$ cat src/rtl/ssp_reg_bridge_if.sv
`default_nettype none
// ============================================================================
// Module      : ssp_reg_bridge_if
// Description : Signal bundle between an SSP slave shift engine and the
//               register bridge. The SSP slave (master modport) presents the
//               decoded address, command, field enable, end-of-cycle flag and
//               received data word. It takes back the read-back word.
//               Ports:
//                 ssp_ra  [2:0]  register address (SCK domain)
//                 ssp_wnr        1 = write, 0 = read
//                 ssp_en         field enable, high from bit 4 through bit 15
//                 ssp_eoc        end-of-cycle, high during bit 15 until SSEL
//                                is deasserted
//                 ssp_di  [11:0] received data, valid after the last SCK edge
//                 ssp_do  [11:0] read-back data returned to the SSP slave
// Revision    : 1.0 - initial release
// ============================================================================
interface ssp_reg_bridge_if;
    logic [2:0]  ssp_ra;
    logic        ssp_wnr;
    logic        ssp_en;
    logic        ssp_eoc;
    logic [11:0] ssp_di;
    logic [11:0] ssp_do;

    modport master (
        output ssp_ra,
        output ssp_wnr,
        output ssp_en,
        output ssp_eoc,
        output ssp_di,
        input  ssp_do
    );

    modport slave (
        input  ssp_ra,
        input  ssp_wnr,
        input  ssp_en,
        input  ssp_eoc,
        input  ssp_di,
        output ssp_do
    );
endinterface
`default_nettype wire

$ cat src/rtl/ssp_reg_bridge.sv
`default_nettype none
// ============================================================================
// Module      : ssp_reg_bridge
// Description : Moves completed 16-bit SSP frames from the SCK domain into the
//               clk domain. It commits writes to six 12-bit control registers
//               and returns read-back data to the SSP slave. It pulses a pop
//               strobe after the read-only FIFO port (address 7) has been read
//               and counts frames aborted before bit 15.
//               Ports:
//                 clk, rst       system clock, synchronous active-high reset
//                 ssp            SSP slave bundle (slave modport)
//                 cr     [71:0]  CR0..CR5 packed, CRn at [12n+11:12n]
//                 status [11:0]  live status word, read at address 6
//                 fifo_do[11:0]  FIFO head word, read at address 7
//                 fifo_pop       one-clk pulse after address 7 was read
//                 wr_stb         one-clk pulse per committed write to 0..6
//                 wr_addr [2:0]  address of the last committed write
//                 abort_cnt      saturating count of aborted frames
// Revision    : 1.0 - initial release
// ============================================================================
module ssp_reg_bridge #(
    parameter logic [71:0] CR_RST  = 72'h0,
    parameter int          ABORT_W = 4
) (
    input  wire logic               clk,
    input  wire logic               rst,
    ssp_reg_bridge_if.slave         ssp,
    output logic [71:0]             cr,
    input  wire logic [11:0]        status,
    input  wire logic [11:0]        fifo_do,
    output logic                    fifo_pop,
    output logic                    wr_stb,
    output logic [2:0]              wr_addr,
    output logic [ABORT_W-1:0]      abort_cnt
);

    localparam int         c_num_cr    = 6;
    localparam logic [2:0] c_addr_stat = 3'd6;
    localparam logic [2:0] c_addr_fifo = 3'd7;

    // Synchronizers (2 flops) plus one history flop each for edge detection
    logic r_eoc_s1, r_eoc_s2, r_eoc_h;
    logic r_en_s1,  r_en_s2,  r_en_h;

    // Frame registers captured on commit, and the one-clk action stage flag
    logic [2:0]  r_f_ra;
    logic        r_f_wnr;
    logic [11:0] r_f_di;
    logic        r_act;

    logic [71:0]        r_cr;
    logic [11:0]        r_stat_shadow;
    logic [ABORT_W-1:0] r_abort_cnt;
    logic               r_wr_stb;
    logic [2:0]         r_wr_addr;
    logic               r_fifo_pop;

    logic        w_commit;
    logic        w_abort;
    logic        w_idle;
    logic        w_wr_cr;
    logic        w_wr_stat;
    logic        w_pop;
    logic [11:0] w_do;

    always_ff @(posedge clk) begin
        if (rst) begin
            r_eoc_s1 <= 1'b0;
            r_eoc_s2 <= 1'b0;
            r_eoc_h  <= 1'b0;
            r_en_s1  <= 1'b0;
            r_en_s2  <= 1'b0;
            r_en_h   <= 1'b0;
        end else begin
            r_eoc_s1 <= ssp.ssp_eoc;
            r_eoc_s2 <= r_eoc_s1;
            r_eoc_h  <= r_eoc_s2;
            r_en_s1  <= ssp.ssp_en;
            r_en_s2  <= r_en_s1;
            r_en_h   <= r_en_s2;
        end
    end

    // A full frame ends with a falling edge of EOC. An En falling edge
    // without EOC having been seen means SSEL went away before bit 15.
    assign w_commit = r_eoc_h & ~r_eoc_s2;
    assign w_abort  = r_en_h & ~r_en_s2 & ~r_eoc_h;
    assign w_idle   = ~r_en_s2 & ~r_eoc_s2;

    assign w_wr_cr   = r_act &  r_f_wnr & (r_f_ra < 3'(c_num_cr));
    assign w_wr_stat = r_act &  r_f_wnr & (r_f_ra == c_addr_stat);
    assign w_pop     = r_act & ~r_f_wnr & (r_f_ra == c_addr_fifo);

    // RA/WnR/DI are quasi-static once SSEL is high, so they are sampled
    // directly on commit without synchronization.
    always_ff @(posedge clk) begin
        if (rst) begin
            r_f_ra  <= 3'd0;
            r_f_wnr <= 1'b0;
            r_f_di  <= 12'd0;
            r_act   <= 1'b0;
        end else begin
            r_act <= w_commit;
            if (w_commit) begin
                r_f_ra  <= ssp.ssp_ra;
                r_f_wnr <= ssp.ssp_wnr;
                r_f_di  <= ssp.ssp_di;
            end
        end
    end

    always_ff @(posedge clk) begin
        if (rst) begin
            r_cr <= CR_RST;
        end else if (w_wr_cr) begin
            for (int i = 0; i < c_num_cr; i++) begin
                if (r_f_ra == 3'(i)) begin
                    r_cr[12*i +: 12] <= r_f_di;
                end
            end
        end
    end

    always_ff @(posedge clk) begin
        if (rst) begin
            r_wr_stb   <= 1'b0;
            r_wr_addr  <= 3'd0;
            r_fifo_pop <= 1'b0;
        end else begin
            r_wr_stb   <= w_wr_cr | w_wr_stat;
            r_fifo_pop <= w_pop;
            if (w_wr_cr | w_wr_stat) begin
                r_wr_addr <= r_f_ra;
            end
        end
    end

    // A write to address 6 clears the counter and takes priority over an
    // abort seen in the same clock.
    always_ff @(posedge clk) begin
        if (rst) begin
            r_abort_cnt <= '0;
        end else if (w_wr_stat) begin
            r_abort_cnt <= '0;
        end else if (w_abort && (r_abort_cnt != {ABORT_W{1'b1}})) begin
            r_abort_cnt <= r_abort_cnt + ABORT_W'(1);
        end
    end

    // Status is frozen while a frame is in flight so the word being shifted
    // out cannot change under the SCK sampling window.
    always_ff @(posedge clk) begin
        if (rst) begin
            r_stat_shadow <= 12'd0;
        end else if (w_idle) begin
            r_stat_shadow <= status;
        end
    end

    always_comb begin
        w_do = 12'd0;
        case (ssp.ssp_ra)
            3'd0:        w_do = r_cr[11:0];
            3'd1:        w_do = r_cr[23:12];
            3'd2:        w_do = r_cr[35:24];
            3'd3:        w_do = r_cr[47:36];
            3'd4:        w_do = r_cr[59:48];
            3'd5:        w_do = r_cr[71:60];
            c_addr_stat: w_do = r_stat_shadow;
            c_addr_fifo: w_do = fifo_do;
        endcase
    end

    assign ssp.ssp_do = w_do;
    assign cr         = r_cr;
    assign wr_stb     = r_wr_stb;
    assign wr_addr    = r_wr_addr;
    assign fifo_pop   = r_fifo_pop;
    assign abort_cnt  = r_abort_cnt;

endmodule
`default_nettype wire

$ cat src/flat_wrapper.sv
// flat-port wrapper written by rule: the top's interface ports become plain ports
module ssp_reg_bridge_flat 
#(
    parameter logic [71:0] CR_RST  = 72'h0,
    parameter int          ABORT_W = 4
)
  (clk, rst, cr, status, fifo_do, fifo_pop, wr_stb, wr_addr, abort_cnt, ssp_ssp_ra, ssp_ssp_wnr, ssp_ssp_en, ssp_ssp_eoc, ssp_ssp_di, ssp_ssp_do);
  ssp_reg_bridge_if ssp_i ();
  input  wire logic clk;
  input  wire logic rst;
  output logic [71:0] cr;
  input  wire logic [11:0] status;
  input  wire logic [11:0] fifo_do;
  output logic fifo_pop;
  output logic wr_stb;
  output logic [2:0] wr_addr;
  output logic [ABORT_W-1:0] abort_cnt;
  input wire logic [$bits(ssp_i.ssp_ra)-1:0] ssp_ssp_ra;
  input wire logic [$bits(ssp_i.ssp_wnr)-1:0] ssp_ssp_wnr;
  input wire logic [$bits(ssp_i.ssp_en)-1:0] ssp_ssp_en;
  input wire logic [$bits(ssp_i.ssp_eoc)-1:0] ssp_ssp_eoc;
  input wire logic [$bits(ssp_i.ssp_di)-1:0] ssp_ssp_di;
  output wire logic [$bits(ssp_i.ssp_do)-1:0] ssp_ssp_do;
  assign ssp_i.ssp_ra = ssp_ssp_ra;
  assign ssp_i.ssp_wnr = ssp_ssp_wnr;
  assign ssp_i.ssp_en = ssp_ssp_en;
  assign ssp_i.ssp_eoc = ssp_ssp_eoc;
  assign ssp_i.ssp_di = ssp_ssp_di;
  assign ssp_ssp_do = ssp_i.ssp_do;
  ssp_reg_bridge #(.CR_RST(CR_RST), .ABORT_W(ABORT_W)) u_core (.clk(clk), .rst(rst), .ssp(ssp_i), .cr(cr), .status(status), .fifo_do(fifo_do), .fifo_pop(fifo_pop), .wr_stb(wr_stb), .wr_addr(wr_addr), .abort_cnt(abort_cnt));
endmodule
$ cat config.mk
export PLATFORM = sky130hd
export DESIGN_NAME = ssp_reg_bridge_flat
export DESIGN_NICKNAME = d
export VERILOG_FILES = /design/src/rtl/ssp_reg_bridge_if.sv /design/src/rtl/ssp_reg_bridge.sv /design/src/flat_wrapper.sv
export SDC_FILE = /design/constraint.sdc
export NUM_CORES = 1
export LEC_CHECK = 0
export ABC_AREA = 1
export BUFFER_PORTS_ARGS = -buffer_cell sky130_fd_sc_hd__buf_2
export CAP_MARGIN = 40
export CORE_ASPECT_RATIO = 1.25
export CORE_MARGIN = 4
export CORE_UTILIZATION = 47
export DETAILED_ROUTE_END_ITERATION = 8
export GPL_ROUTABILITY_DRIVEN = 0
export PLACE_DENSITY = 0.76
export SYNTH_ARGS = -nofsm -noshare
export SYNTH_HDL_FRONTEND = slang
export SYNTH_SLANG_ARGS = --single-unit
$ cat constraint.sdc
create_clock -name clk -period 1.2 [get_ports clk]
set_input_delay 0.12 -clock clk [delete_from_list [all_inputs] [get_ports clk]]
set_output_delay 0.12 -clock clk [all_outputs]
set_load 0.05 [all_outputs]
---- Word level (Yosys, flattened, before mapping) ----
Cells that the tools add are included.
Widths: inputs -> output; s select.
storage, ports and cells
  ROM bits ................................ 0
  output and inout port bits .............. 93
  logic and storage cells ................. 63
  memories ................................ 0
  bits of input ports ..................... 44
  register bits after elaboration ......... 116
  bits in writable memories ............... 0
  latch bits .............................. 0
operators by class
  reduce and logical (&&, ||, !) cells .... 10
  order comparisons ....................... 1
  add/sub/neg operators ................... 1
  divide/modulo/power cells ............... 0
  shift operators ......................... 0
  eq/ne operators ......................... 15
  bitwise gates (word level) .............. 14
  muxes and demuxes ....................... 1
  $mul .................................... 0
operators with widths
  cell                 count
  $pmux 12 s8          1
  $eq 3x3->1 const B   8
  $eq 3x2->1 const B   4
  $reduce_and 2->1     6
  $and 1x1->1          9
  $eq 3x1->1 const B   2
  $logic_not 3->1      2
  $add 4x1->4 const B  1
  $ne 4x4->1 const B   1
  $not 1->1            4
  $lt 3x3->1 const B   1
  $reduce_or 2->1      1
  $logic_and 1x1->1    1
  $or 1x1->1           1

---- Depth between registers and ports, before layout ----
Gate-level depths: netlist (run 1).
  depth after elaboration ................. 4
  depth in mapped cells ................... 7
  mapped depth without buffers ............ 6

---- Worst setup path after synthesis (run 1) ----
No wires, ideal clock.
  path type ............................... reg-to-reg
  start ................................... register u_core.r_abort_cnt[0] (netlist: u_core.abort_cnt[0])
  end ..................................... register u_core.r_abort_cnt[2] (netlist: u_core.abort_cnt[2])
  clock period less this slack ............ 1455 ps
  slack ................................... -255 ps
  setup time .............................. 70 ps
  stages on the path, launching flop included .. 6
  data required time ...................... 1130 ps
  path buffers ............................ 0
  data arrival time ....................... 1385 ps
  path through ............................ dfxtp_1 ha_1 nand3_1 nand3_1 nand2_1 a21oi_1
between the ends
  word-level cells in the longest chain between the ends .. 2
  elaborated cells on any way between the ends .. 3
  those cells by class .................... add/sub (1); eq/ne (1); reduce/logical (1)
RTL lines
  element                                              line                   source
  from (decl)                                          ssp_reg_bridge.sv:53   logic [ABORT_W-1:0] r_abort_cnt;
  from (signal assigned)                               ssp_reg_bridge.sv:146  r_abort_cnt <= r_abort_cnt + ABORT_W'(1);
  branches (longest 2 deep; another with $add 4x1->4)  --
Parallel ways; which one is timed is not known.
A chain may end at the register's enable or synchronous reset.

---- Final worst setup path (run 1) ----
  start ................................... register u_core.r_cr[68] (netlist: u_core.cr[68])
  end ..................................... output port ssp_ssp_do[8]
between the ends
  word-level cells in the longest chain between the ends .. 1
RTL lines
  element                            line                   source
  from (decl)                        ssp_reg_bridge.sv:51   logic [71:0] r_cr;
  from (signal, indexed assignment)  ssp_reg_bridge.sv:118  r_cr[12*i +: 12] <= r_f_di;
  $pmux 12 s8                        ssp_reg_bridge.sv:162  case (ssp.ssp_ra)
  to (decl)                          flat_wrapper.sv:23     output wire logic [$bits(ssp_i.ssp_do)-1:0] ssp_ssp_do;
Every way passes these cells.

==> out/results.ini, run 1 <==
[timing]
skew_ns=0.01065
max_slew.worst_pin.slew_ns=0.6147
max_slew_margin_pct=58.96
rsz0062_at_grt=yes
finalSetupViolations=55
fin_crit_ns=1.495
timing.final.crit_share_pct=124.6
fmax_mhz=668.9
timing.final.ws_setup_ns=-0.2950
setup-tns-final_ns=-4.654
hold-worst-slack_ns=0.01305
slew_viol_final=0
hold_viol=0

[yosys]
syn-cell-area_sq_um=5057
syn_area_per_cell_sq_um=6.976
syn-num-nets=770
synth_area_leaders=dfxtp_1 46%, nor2_1 16%, o21ai_0 8.9%
yosysWarnings=0
ys_types=22
synth_top_area_share_pct=45.92
yosysSeqAreaShare_pct=45.92
synthCells=725
ys_seq_elements=116
synth_top_cell_by_area=dfxtp_1

[routing]
drt-initial-drc-count=624
avgRoutedWirePerCell_um=19.27
viasPerCell=5.796
dr_total_vias=6283
dr.pass1.iters=6
drt-total-wl_mm=20.89
route.detailed.drc=0
antenna_left=0

[grt]
grt_pass1_vias=5532
antenna_found_initial=0
grt_pass1_wl_mm=27.98
grt_max_degree=32
gr-total-overflow=0
grt_use_total_pct=29.33

[layout]
nFillCells=664
area_delta_synth_final_pct=61.68
layout.nets=988
drive_above_1_share_pct=47.37
layout_commonest_cell=nor2_1
diodes=0
fin_util_pct=77.41
layout_common_cells=191 x nor2_1, 92 x buf_2, 91 x buf_4

[pwr]
power.density_nw_per_um2=1135
totalPowerFinal_uw=9279
irDropWorstVdd_v=0.0009564
leakage_uw=0.003798

[setup_path]
reg2reg_depth=8
crit_type=register to primary output
crit_required_ns=1.08
regToRegEndpoint=u_core.cr[57]
start_kind=register
r2r_slack_ns=-0.12
crit_fanout=3
crit_arrival_ns=1.37
endpoint_kind=primary output
r2r_start=u_core.r_f_wnr

[floorplan]
die_area_sq_um=12490
io_pins=137
design.core.area_sq_um=10560
dieHeight_um=124.0
fp.dieW_um=100.8
floorplan.initialDensity_pct=47.88
rows=42

[run_status]
violations=negative setup slack
status=complete, but fails checks

[placed_design]
dp_slack_ns=-0.1706
port_buffers=136
dp_hpwl_mm=12.00

[cts]
cts.sinks=116
cts_inserted_buffers=17
clk_latency_ns=0.41
clockBufferDepth=2
htree_levels=4
clk_pin_slew_ns=0.05
cts_tree=yes
root_buffer=clkbuf_16

[flow_run]
drv_cap=0

[min_path]
hold_depth=3
hold_path_class=input port to register
holdPathEnd=u_core.r_stat_shadow[7]
worstHoldStart=status[7]

-- what timing repair did --
item                                   4_1_cts  5_1_grt
pin swaps                                   62       46
gates resized for setup                    149      135
setup buffers                               31       12
endpoints found under the hold margin       18        0
gates cloned                                 3        7
hold buffers                                18        0
setup endpoints to repair                   87       98
-- flip-flops by register name, indices dropped and copies added, names as in the netlist --
name	flops
u_core.r_en_h	1
u_core.fifo_pop	1
u_core.cr	72
u_core.r_en_s2	1
u_core.abort_cnt	4
u_core.r_f_di	12
u_core.wr_stb	1
u_core.r_eoc_s2	1
u_core.r_f_ra	3
u_core.r_en_s1	1
u_core.r_act	1
u_core.r_f_wnr	1
u_core.r_eoc_h	1
u_core.r_stat_shadow	12
u_core.r_eoc_s1	1
u_core.wr_addr	3
-- metrics by stage --
| stage | cells | cell area, sq um |
|---|---|---|
| CTS | 1065 | 7609 |
| floorplan | 725 | 5201 |
| finish | 1084 | 8177 |
| global route | 1084 | 8177 |
| global placement | 986 | 6254 |
| detailed placement | 986 | 6254 |
-- report_power, final --
part	leakage, uW	switching, uW	internal [uW]
Sequential	0.000977	84.3	3910
Combinational	0.00257	536	375
Clock	0.000253	1650	2730
Total	0.00380	2270	7010
-- area by class of cell --
type,instances,area (sq um),area share (%)
Inverter,40,193.9,2.372
Timing Repair Buffer,242,1953,23.89
Sequential cell,116,2425,29.66
Clock inverter,6,32.53,0.3979
Tap cell,132,165.2,2.020
Timing Repair inverter,5,40.04,0.4897
Multi-Input combinational cell,521,2893,35.38
Clock buffer,22,474.2,5.800
-- per-layer routing --
metal / GRT usage, % / wire (um)
met5: 0 / 0
met4: 17.02 / 1514
met3: 6.331 / 2121
met2: 47.82 / 10020
met1: 35.55 / 7225
-- cells in the mapped netlist (all sizes together) --
cell,count
clkbuf,26
o21ai,101
dfxtp,116
nand3,30
ha,1
a21oi,22
nor2,223
nor3,2
xor2,1
nand2,76
buf,26
inv,40
nand4,61
-- cell families after synthesis --
| logic type | Yosys count | synth area share, % |
|---|---|---|
| compound gates | 123 | 12.17 |
| flops | 116 | 45.92 |
| buf+inv | 92 | 8.041 |
| simple gates | 392 | 33.45 |
| xor+xnor | 1 | 0.1732 |
| fa+ha+maj | 1 | 0.2474 |
-- critical path, cell delays in order, from the launching register on --
cell and delay, ns:
dfxtp_2 0.33, nand4_1 0.14, nand2_1 0.08, nor2_2 0.16
nand3_2 0.09, buf_6 0.16
-- how the worst max path moves through the flow --
| stage | from | end | cells past startpoint | slack, ns |
|---|---|---|---|---|
| 6_report | u_core.cr[68] | ssp_ssp_do[8] | 5 | -0.29 |
| 5_1_grt | u_core.r_stat_shadow[8] | ssp_ssp_do[8] | 6 | -0.35 |
| 4_1_cts | u_core.cr[36] | ssp_ssp_do[0] | 6 | -0.27 |
| 3_5_place_dp | ssp_ssp_ra[1] | ssp_ssp_do[4] | 8 | -0.17 |
| 3_3_place_gp | ssp_ssp_ra[0] | ssp_ssp_do[4] | 9 | -0.14 |
| 2_1_floorplan | u_core.abort_cnt[3] | u_core.abort_cnt[3] | 4 | 0.004 |
Note: power is estimated with default switching activity, not from simulation.
==> run 2: changes to the inputs <==
==> constraint.sdc (replaced) <==
create_clock -name clk -period 1.2 [get_ports clk]
set_input_delay 0.18 -clock clk [delete_from_list [all_inputs] [get_ports clk]]
set_output_delay 0.18 -clock clk [all_outputs]
set_load 0.05 [all_outputs]
==> out/results.ini, run 2 (synthesis gave the netlist of run 1 again) <==
[run_status]
status=complete, but fails checks
violations=design-rule violations, negative setup slack

[routing]
avgRoutedWirePerCell_um=24.23  ; +26%
dr_total_vias=7032  ; +12%
viasPerCell=6.457  ; +11%
drt-initial-drc-count=1507  ; +140%
drt-total-wl_mm=26.38  ; +26%
antenna_left=0  ; unchanged
route.detailed.drc=46  ; +46
dr.pass1.iters=9  ; +3

[setup_path]
crit_fanout=3  ; unchanged
crit_type=register to primary output
endpoint_kind=primary output
crit_required_ns=1.02  ; -0.06 ns
start_kind=register
crit_arrival_ns=1.56  ; +0.19 ns

[grt]
antenna_found_initial=0  ; unchanged
grt_pass1_wl_mm=31.85  ; +14%
grt_use_total_pct=33.60  ; +4.3 points
grt_max_degree=38  ; +19%
grt_pass1_vias=6006  ; +8.6%
gr-total-overflow=0  ; unchanged

[floorplan]
rows=42  ; unchanged
dieHeight_um=124.0  ; unchanged
io_pins=137  ; unchanged
die_area_sq_um=12490  ; unchanged
fp.dieW_um=100.8  ; unchanged
design.core.area_sq_um=10560  ; unchanged
floorplan.initialDensity_pct=47.88  ; unchanged

[cts]
clk_pin_slew_ns=0.06  ; about the same
root_buffer=clkbuf_16
cts_tree=yes
cts_inserted_buffers=17  ; unchanged
cts.sinks=116  ; unchanged
clk_latency_ns=0.42  ; about the same
clockBufferDepth=2  ; unchanged
htree_levels=4  ; unchanged

[pwr]
power.density_nw_per_um2=1069  ; -5.8%
irDropWorstVdd_v=0.001260  ; +32%
leakage_uw=0.003995  ; +5.2%

[timing]
fmax_mhz=574.4  ; -14%
max_slew_margin_pct=48.03  ; -11 points
finalSetupViolations=107  ; +95%
max_slew.worst_pin.slew_ns=0.7784  ; +0.1637 ns
skew_ns=0.007767  ; -0.002879 ns
fin_crit_ns=1.741  ; +0.2459 ns
slew_viol_final=0  ; unchanged
rsz0062_at_grt=yes
hold_viol=0  ; unchanged
timing.final.ws_setup_ns=-0.5409  ; -0.2459 ns
timing.final.crit_share_pct=145.1  ; +20 points

[placed_design]
dp_hpwl_mm=12.97  ; +8.1%
place_area_sq_um=6431  ; +2.8%
dp_slack_ns=-0.3106  ; -0.1400 ns
port_buffers=136  ; unchanged

[layout]
finalInstanceArea_sq_um=9052  ; +11%
diodes=0  ; unchanged
area_delta_synth_final_pct=79.00
drive_above_1_share_pct=54.44  ; +7.1 points
layout_commonest_cell=nor2_1
layout_common_cells=169 x nor2_1, 80 x buf_4, 65 x dfxtp_2, 61 x nand4_1
layout.nets=989  ; +0.10%
largest_register_ff_count=72  ; unchanged

[min_path]
hold_path_class=input port to register

[flow_run]
drv_cap=0  ; unchanged

-- run 2: changes by cell type in the layout (fill, tap and decap cells not counted), sizes merged --
cell	before	now
inv	42	38
nand2	80	82
clkbuf	24	23
dlygate4sd3	18	2
buf	222	237
clkinv	6	14
bufinv	0	1
-- run 2: power breakdown --
group / internal (uW) / switching (uW) / total (uW) / leakage [uW]
clock network: 2880 / 1820 / 4700 / 0.000267
registers: 3900 / 98.2 / 4000 / 0.000979
logic: 372 / 601 / 973 / 0.00275
total: 7150 / 2520 / 9670 / 0.00400
-- run 2: worst max-delay path: stages, from the launching register on --
cell and delay (ns):
dfxtp_2 0.35, nand4_1 0.09, nand2_1 0.14, nor2_2 0.28
nand3_2 0.12, buf_6 0.16
-- run 2: metal layers --
| metal | share of wire (%) | wire, um | track usage, % |
|---|---|---|---|
| met5 | 0 | 0 | 0 |
| met4 | 11 | 2779 | 22.66 |
| met3 | 14 | 3752 | 9.076 |
| met2 | 44 | 11630 | 54.57 |
| met1 | 31 | 8225 | 38.43 |
-- run 2: final cells by class --
class                           count  area (sq um)
Timing Repair inverter              6         68.82
Inverter                           40         224.0
Sequential cell                   116          2430
Tap cell                          132         165.2
Multi-Input combinational cell    523          3242
Clock inverter                     10         85.08
Clock buffer                       22         454.2
Timing Repair Buffer              240          2384
Fill cell                         446          1510
-- run 2: worst paths after layout --
check | from | endpoint | slack, ns | cells after the start
max reg2reg | u_core.r_act | u_core.cr[57] | -0.23 | 5
min reg2reg | u_core.r_en_s1 | u_core.r_en_s2 | 0.41 | 2
max | u_core.cr[67] | ssp_ssp_do[7] | -0.54 | 5
min | ssp_ssp_di[6] | u_core.r_f_di[6] | 0.01 | 3
-- run 2: repair_timing --
action,CTS,global route
hold buffers,2,0
hold endpoints to repair,2,0
pin swaps,78,68
setup endpoints to repair,162,134
cloned,5,7
setup buffers,26,34
gates resized for setup,311,229
-- run 2: through the flow --
stage | total power [uW] | instances | util, % | hold WS [ns] | TNS (ns)
CTS | 9388 | 1058 | 76.50 | 0.008308 | -3.869
global placement | 4753 | 1001 | 60.89 | 0.3791 | -5.318
finish | 9675 | 1089 | 85.70 | 0.01277 | -12.52
detailed placement | 4769 | 1001 | 60.89 | 0.3868 | -7.707
floorplan | 4471 | 725 | - | 0.2870 | 0
global route | 9865 | 1089 | 85.70 | 0.02825 | -15.40
